===== config.mk =====
export PLATFORM = sky130hd
export DESIGN_NAME = toggle_pulse_tx
export DESIGN_NICKNAME = d
export VERILOG_FILES = /design/src/rtl/toggle_pulse_tx.sv
export SDC_FILE = /design/constraint.sdc
export NUM_CORES = 1
export LEC_CHECK = 0
export CORE_MARGIN = 4
export CORE_UTILIZATION = 48
export CTS_CLUSTER_DIAMETER = 120
export DETAILED_ROUTE_END_ITERATION = 10
export GPL_ROUTABILITY_DRIVEN = 0
export PLACE_DENSITY = 0.84
export SETUP_SLACK_MARGIN = 0.3
export SLEW_MARGIN = 10
export SYNTH_ARGS = -nofsm -noshare
export SYNTH_HDL_FRONTEND = slang
export SYNTH_SLANG_ARGS = --single-unit

===== constraint.sdc =====
create_clock -name clk -period 4.5 [get_ports clk]
set_clock_uncertainty 0.1 [all_clocks]
set_input_delay 0.9 -clock clk [delete_from_list [all_inputs] [get_ports clk]]
set_output_delay 0.9 -clock clk [all_outputs]
set_load 0.02 [all_outputs]

===== src/rtl/toggle_pulse_tx.sv =====
// ---------------------------------------------------------------------------
// toggle_pulse_tx
//
// Transmit half of a multi-channel toggle synchronizer. Every single-cycle
// event on sel_i[i] becomes one level toggle on pol_o[i]. A channel issues a
// new toggle only after the receiver has echoed the previous one back on
// ack_tgl_i[i]. Events that arrive while the channel is busy are counted and
// replayed later; when the counter saturates, further events are dropped and
// flagged.
//
// Optional feature (macro TOGGLE_PULSE_TX_TIMEOUT_EN):
//   A per-channel counter tracks how long a toggle has been in flight and
//   raises a sticky to_err_o[i] once it reaches 2^TO_W-1. Without the macro
//   to_err_o is held low and the port list is unchanged.
//
// Handshake: pol_o[i] != ack_tgl_i[i] means a toggle is in flight. The
// receiver acknowledges by making ack_tgl_i[i] equal to pol_o[i] again.
// ack_tgl_i must already be synchronized into clk.
//
// Ports:
//   clk         clock
//   rst_n       synchronous active-low reset
//   sel_i       per-channel event pulse (one event per cycle high)
//   ack_tgl_i   toggle echoed by the receiver (already in clk domain)
//   err_clr_i   per-channel clear of the sticky ovf_o / to_err_o flags
//   pol_o       outgoing toggle level
//   busy_o      toggle in flight (pol_o ^ ack_tgl_i, combinational)
//   pend_cnt_o  pending-event count, channel i at [i*CNT_W +: CNT_W]
//   ovf_o       sticky: an event was dropped because pend was saturated
//   to_err_o    sticky: ack timeout (optional feature, else 0)
// ---------------------------------------------------------------------------
module toggle_pulse_tx #(
  parameter int unsigned NCH   = 4,
  parameter int unsigned CNT_W = 3,
  parameter int unsigned TO_W  = 8
) (
  input  logic               clk,
  input  logic               rst_n,
  input  logic [NCH-1:0]     sel_i,
  input  logic [NCH-1:0]     ack_tgl_i,
  input  logic [NCH-1:0]     err_clr_i,
  output logic [NCH-1:0]     pol_o,
  output logic [NCH-1:0]     busy_o,
  output logic [NCH*CNT_W-1:0] pend_cnt_o,
  output logic [NCH-1:0]     ovf_o,
  output logic [NCH-1:0]     to_err_o
);

  localparam logic [CNT_W-1:0] PEND_MAX = '1;

  for (genvar i = 0; i < NCH; i++) begin : g_ch
    logic             pol_q, pol_d;
    logic [CNT_W-1:0] pend_q, pend_d;
    logic             ovf_q, ovf_d;
    logic             busy;
    logic             launch;
    logic             drop;

    always_comb begin
      busy   = pol_q ^ ack_tgl_i[i];
      launch = !busy && (sel_i[i] || (pend_q != '0));
      // Only a busy channel can refuse an event, so a drop needs pend at max.
      drop   = sel_i[i] && !launch && (pend_q == PEND_MAX);
      pol_d  = pol_q ^ launch;

      // pend + sel - launch, with the saturating case leaving pend at max.
      pend_d = pend_q;
      if (sel_i[i] && !launch && !drop) begin
        pend_d = pend_q + 1'b1;
      end else if (!sel_i[i] && launch) begin
        pend_d = pend_q - 1'b1;
      end

      // Clear first so a simultaneous set overrides it.
      ovf_d = ovf_q;
      if (err_clr_i[i]) ovf_d = 1'b0;
      if (drop)         ovf_d = 1'b1;
    end

    always_ff @(posedge clk) begin
      if (!rst_n) begin
        pol_q  <= 1'b0;
        pend_q <= '0;
        ovf_q  <= 1'b0;
      end else begin
        pol_q  <= pol_d;
        pend_q <= pend_d;
        ovf_q  <= ovf_d;
      end
    end

    assign pol_o[i]                       = pol_q;
    assign busy_o[i]                      = busy;
    assign pend_cnt_o[i*CNT_W +: CNT_W]   = pend_q;
    assign ovf_o[i]                       = ovf_q;

`ifdef TOGGLE_PULSE_TX_TIMEOUT_EN
    localparam logic [TO_W-1:0] TO_MAX = '1;

    logic [TO_W-1:0] to_cnt_q, to_cnt_d;
    logic            to_err_q, to_err_d;

    always_comb begin
      to_cnt_d = '0;
      if (busy) begin
        to_cnt_d = (to_cnt_q == TO_MAX) ? to_cnt_q : to_cnt_q + 1'b1;
      end
      to_err_d = to_err_q;
      if (err_clr_i[i])       to_err_d = 1'b0;
      // Flag on the same edge the counter lands on max; stays asserted while
      // the channel remains stuck busy.
      if (to_cnt_d == TO_MAX) to_err_d = 1'b1;
    end

    always_ff @(posedge clk) begin
      if (!rst_n) begin
        to_cnt_q <= '0;
        to_err_q <= 1'b0;
      end else begin
        to_cnt_q <= to_cnt_d;
        to_err_q <= to_err_d;
      end
    end

    assign to_err_o[i] = to_err_q;
`else
    // No timeout logic: the flag is constant low for any legal TO_W.
    assign to_err_o[i] = (TO_W == 0);
`endif
  end

endmodule


==> impl_metrics.toml, run 1 <==
[timing]
finalHoldViolCount = 0
setup_violations = 0
maxSlewHeadroom = 0.3952
fmax_ghz = 0.3006
drv_slew = 0
fin_ws_ps = 1173
post-route-period-util = 0.7394
worst_slew_pin_slew_ps = 904.4
post-route-min-period_ps = 3327
fin_setup_tns_ps = 0
rsz0062_at_grt = "false"

[place]
io_buffers = 37
placedCellCount = 187
dp_hpwl_um = 1899
dp_slack_ps = 1178

[pwr]
peakVddDrop_v = 0.0004422
comb_power_share = 0.490
clkPwrFrac = 0.175
p_leak_nw = 0.6472
p_int_mw = 0.5336
p_sw_frac = 0.3730
seqPwrFrac = 0.335
p_switching_mw = 0.3174
powerDensity_nw_per_um2 = 541.6

[die]
start_util = 0.5015
die_w_um = 58.65
fp-row-count = 18
core_area_sq_um = 2455
die_h_um = 58.65
io_pins = 42
dieArea_sq_um = 3439

[route]
drt_wl_total_um = 2506
antenna_left = 0
wl_per_cell_um = 13.12
drt_iter0_drc = 27
vias = 993
drc_errors = 0
via_per_inst = 5.199
firstDrtPassIters = 4

[outcome]
outcome = "completed"

[synth]
synth.avg_cell_area_sq_um = 9.053
netlist.area_leader.share = 0.3252
synth.area.top_cells = "dfxtp_1 (33%), mux2i_1 (9.8%), buf_4 (9.8%)"
synth_mux_area_frac = 0.09756
ys_seq_area_frac = 0.3252
synthCells = 136
synth_adder_area_share = 0.06504
synth_xor_area_frac = 0.04065
synth_largest_area_cell = "dfxtp_1"
synthDistinctLibCells = 24
synth-simple-area-share = 0.2520
synth_top_family_by_area = "simple AND/OR/NAND/NOR gates"
ys_ff_latch = 20
synth_compound_area_frac = 0.08537
synth.yosys.warnings = 0
netlist_area_sq_um = 1231

[cts]
post_cts_resized = 0
cts_buffer_depth = 2
cts-root-buf = "clkbuf_4"
postCtsHoldBufs = 0
path_clk_slew_ps = 110
cts.sinks = 20
cts_setup_buffers = 0
cts_tree = "done"
htree_num_levels = 1
numCtsBuffers = 3
insertion_delay_ps = 310

[cells_and_area]
diodes = 0
layout.nets = 180
areaGrowthSynthToFinish_pct = 27.64
final_cells = 191
drive_above_1_share = 0.09317

[grt]
grt_max_degree = 29
grt_pass1_wl_um = 4195
grt_usage = 0.1580
grt_pass1_vias = 993
antenna_found_initial = 0
grt_overflow = 0

[setup_path]
crit_fanout = 4
arrival_ps = 2330
cp-start-kind = "input port"
critPathKind = "in -> out"
required_ps = 3500
end_kind = "output port"

[hold_path]
hp-class = "reg -> reg"

[run]
drv_cap = 0
-- cell usage in the layout (no fill, tap or decap), types with 4 or more instances in the layout --
cell,n
clkdlybuf4s50_1,37
dfxtp_1,20
nand2_1,16
mux2i_1,12
inv_1,8
o21ai_0,8
nand3_1,4
and3_2,4
nor2_1,4
nor3_1,4
and3b_1,4
o311a_1,4
nand2b_1,4
o22ai_1,4
and2_1,4
fa_1,4
conb_1,4
-- critical path: stages --
cell and delay [ps]:
clkdlybuf4s50_1 500, xor2_1 270, clkdlybuf4s50_1 660
-- final timing paths --
kind                     start           endpoint  slack [ps]  cells after the start
min          g_ch[0].pend_q[2]  g_ch[0].pend_q[2]         420                      2
max reg2reg      g_ch[2].pol_q  g_ch[2].pend_q[2]        2540                      6
max               ack_tgl_i[3]          busy_o[3]        1170                      3
min reg2reg  g_ch[0].pend_q[2]  g_ch[0].pend_q[2]         420                      2
-- per-layer routing --
| metal | up-vias | part of all wire | track usage |
|---|---|---|---|
| li1 | 489 | - | - |
| met1 | 481 | 0.41 | 0.1850 |
| met2 | 21 | 0.54 | 0.2743 |
| met3 | 2 | 0.040 | 0.03509 |
| met4 | 0 | 0.0076 | 0.07120 |
| met5 | - | 0 | 0 |
-- power by group through the flow --
stage	logic [mW]	registers, mW	clock network (mW)
2_1_floorplan	0.250	0.321	0
3_3_place_gp	0.402	0.284	0
3_5_place_dp	0.419	0.289	0
4_1_cts	0.421	0.286	0.155
5_1_grt	0.455	0.296	0.165
6_report	0.417	0.286	0.149
-- final cells by class --
| class | count | area, sq um |
|---|---|---|
| Fill cell | 210 | 883.3 |
| Tap cell | 30 | 37.54 |
| Clock buffer | 3 | 22.52 |
| Sequential cell | 20 | 400.4 |
| Clock inverter | 1 | 30.03 |
| Inverter | 8 | 30.03 |
| Multi-Input combinational cell | 92 | 680.7 |
| Timing Repair Buffer | 37 | 370.4 |
-- metrics by stage --
step	hold WS, ps	util	instance area [sq um]	power, mW
3_3_place_gp	382.1	0.6188	1519	0.6857
2_1_floorplan	419.9	-	1242	0.5706
6_report	415.8	0.6402	1572	0.8511
3_5_place_dp	399.5	0.6188	1519	0.7076
5_1_grt	474.9	0.6402	1572	0.9157
4_1_cts	418.1	0.6402	1572	0.8609
-- cells in the mapped netlist --
cell	count
xor2_1	2
nor3_1	4
o22ai_1	4
dfxtp_1	20
o311a_1	4
nor2_1	4
nand2b_1	4
mux2i_1	12
conb_1	1
and2_1	4
and3b_1	4
nor3b_1	2
or3_1	1
o21ai_0	8
or3_4	3
nand3_1	4
nor3b_2	2
nand2_1	16
fa_1	4
and3_2	4
clkbuf_1	3
buf_4	16
inv_1	8
xor2_2	2
-- cells by family after synthesis --
family | after synthesis
adder cells (fa/ha/maj) | 4
flip-flops | 20
AO/OA/AOI/OAI | 16
other | 1
multiplexers | 12
AND/OR/NAND/NOR | 52
XOR/XNOR | 4
buffers and inverters | 27
-- sequential cells by signal (all words and copies together), names as in the netlist --
| name | flops |
|---|---|
| g_ch.pol_q | 4 |
| g_ch.pend_q | 12 |
| g_ch.ovf_q | 4 |
No activity file was read; power rests on OpenSTA's default activity.
==> run 2, diff against run 1 <==
- CORE_UTILIZATION: 48 -> 45
- PLACE_DENSITY: 0.84 -> 0.79
- clock period: 4.5 -> 3.07 ns (I/O delays scaled with it)
==> impl_metrics.toml, run 2 (synthesis gave the netlist of run 1 again) <==
[pwr]
seqPwrFrac = 0.352
p_leak_nw = 0.6769
p_int_mw = 0.7186
clkPwrFrac = 0.134
p_sw_frac = 0.3904
comb_power_share = 0.514
p_switching_mw = 0.4602
powerDensity_nw_per_um2 = 753.1
peakVddDrop_v = 0.0006124

[cts]
numCtsBuffers = 3
insertion_delay_ps = 300
htree_num_levels = 1
post_cts_resized = 0
cts-root-buf = "clkbuf_4"
cts.sinks = 20
cts_tree = "done"
path_clk_slew_ps = 120
postCtsHoldBufs = 0
cts_setup_buffers = 0
cts_buffer_depth = 2

[timing]
whs_ps = 417.0
maxSlewHeadroom = 0.4047
worst_slew_pin_slew_ps = 890.1
drv_slew = 0
finalHoldViolCount = 0
rsz0062_at_grt = "false"
fmax_ghz = 0.4255
post-route-period-util = 0.7655
post-route-min-period_ps = 2350
setup_violations = 0
fin_setup_tns_ps = 0

[cells_and_area]
largestRegisters = "g_ch.pend_q: 12 flops, g_ch.ovf_q: 4 flops, g_ch.pol_q: 4 flops"
fill_cells = 229
largest_reg_flops = 12
final_common_cell = "clkdlybuf4s50_1"
diodes = 0
areaGrowthSynthToFinish_pct = 27.13
design_area_sq_um = 1565
largest_register = "g_ch.pend_q"
layout.nets = 180
final_cells = 191
mostFrequentLayoutCells = "clkdlybuf4s50_1 (33), dfxtp_1 (20), nand2_1 (16)"
drive_above_1_share = 0.09317

[setup_path]
rr_startpoint = "g_ch[2].pol_q"
rrSetupSlack_ps = 1160
cp-start-kind = "input port"
crit_fanout = 4
regToRegEndpoint = "g_ch[2].pend_q[2]"
required_ps = 2360
arrival_ps = 1640
end_kind = "output port"
reg2reg_depth = 6
critPathKind = "in -> out"

[grt]
grt_pass1_vias = 1002
antenna_found_initial = 0
grt_usage = 0.1566
grt_max_degree = 29
grt_overflow = 0
grt_pass1_wl_um = 4381

[die]
core_area_sq_um = 2545
start_util = 0.4838
dieArea_sq_um = 3637
io_pins = 42
fp-row-count = 18
die_h_um = 60.31
die_w_um = 60.31

[place]
dp_hpwl_um = 1886
placed_area_sq_um = 1519
io_buffers = 37
placedCellCount = 187

[hold_path]
hold_path_end = "g_ch[0].pend_q[2]"
min_from = "g_ch[0].pend_q[2]"
hold_depth = 2
hp-class = "reg -> reg"

[outcome]
outcome = "completed"

[route]
drc_errors = 0
drt_wl_total_um = 2441
vias = 978
firstDrtPassIters = 4
via_per_inst = 5.120
antenna_left = 0
drt_iter0_drc = 28
wl_per_cell_um = 12.78

[run]
drv_cap = 0
-- run 2: stage by stage --
step                total power [mW]  setup slack, ps    util
CTS                            1.195            317.9  0.6111
finish                         1.179            720.0  0.6150
floorplan                     0.8364             1051       -
detailed placement             1.031            320.2  0.5969
global placement               1.007            372.5  0.5969
global route                   1.277            656.2  0.6150
-- run 2: worst max-delay path by stage --
| stage | cells past startpoint | startpoint | to |
|---|---|---|---|
| floorplan | 6 | ack_tgl_i[0] | g_ch[0].pend_q[2] |
| global placement | 3 | ack_tgl_i[3] | busy_o[3] |
| detailed placement | 3 | ack_tgl_i[2] | busy_o[2] |
| CTS | 3 | ack_tgl_i[2] | busy_o[2] |
| global route | 3 | ack_tgl_i[0] | busy_o[0] |
| finish | 3 | ack_tgl_i[2] | busy_o[2] |
-- run 2: power groups by stage --
stage                     Combinational (mW)  Sequential [mW]  Clock, mW
after CTS                              0.615            0.415      0.165
after global routing                   0.667            0.432      0.177
after floorplan                        0.367            0.470          0
after detailed placement               0.612            0.419          0
after global placement                 0.592            0.415          0
final                                  0.606            0.415      0.158
-- run 2: layout make-up --
cell class,instances,area [sq um],area share
multi-input cells,92,680.7,0.4349
inverters,8,30.03,0.01918
repair buffers,37,380.4,0.2430
well taps,30,37.54,0.02398
flip-flops and latches,20,400.4,0.2558
clock buffers,4,36.28,0.02318
-- run 2: routing by layer --
metal,share of wire,up-vias,GRT usage,routed length [um]
li1,-,492,-,-
met1,0.42,467,0.1859,1022
met2,0.54,17,0.2809,1320
met3,0.034,2,0.04320,84
met4,0.0053,0,0.03165,13
met5,0,-,0,0
-- run 2: critical path, stage by stage --
cell and delay, ps:
clkdlybuf4s50_1 520, xor2_2 240, dlymetal6s2s_1 260
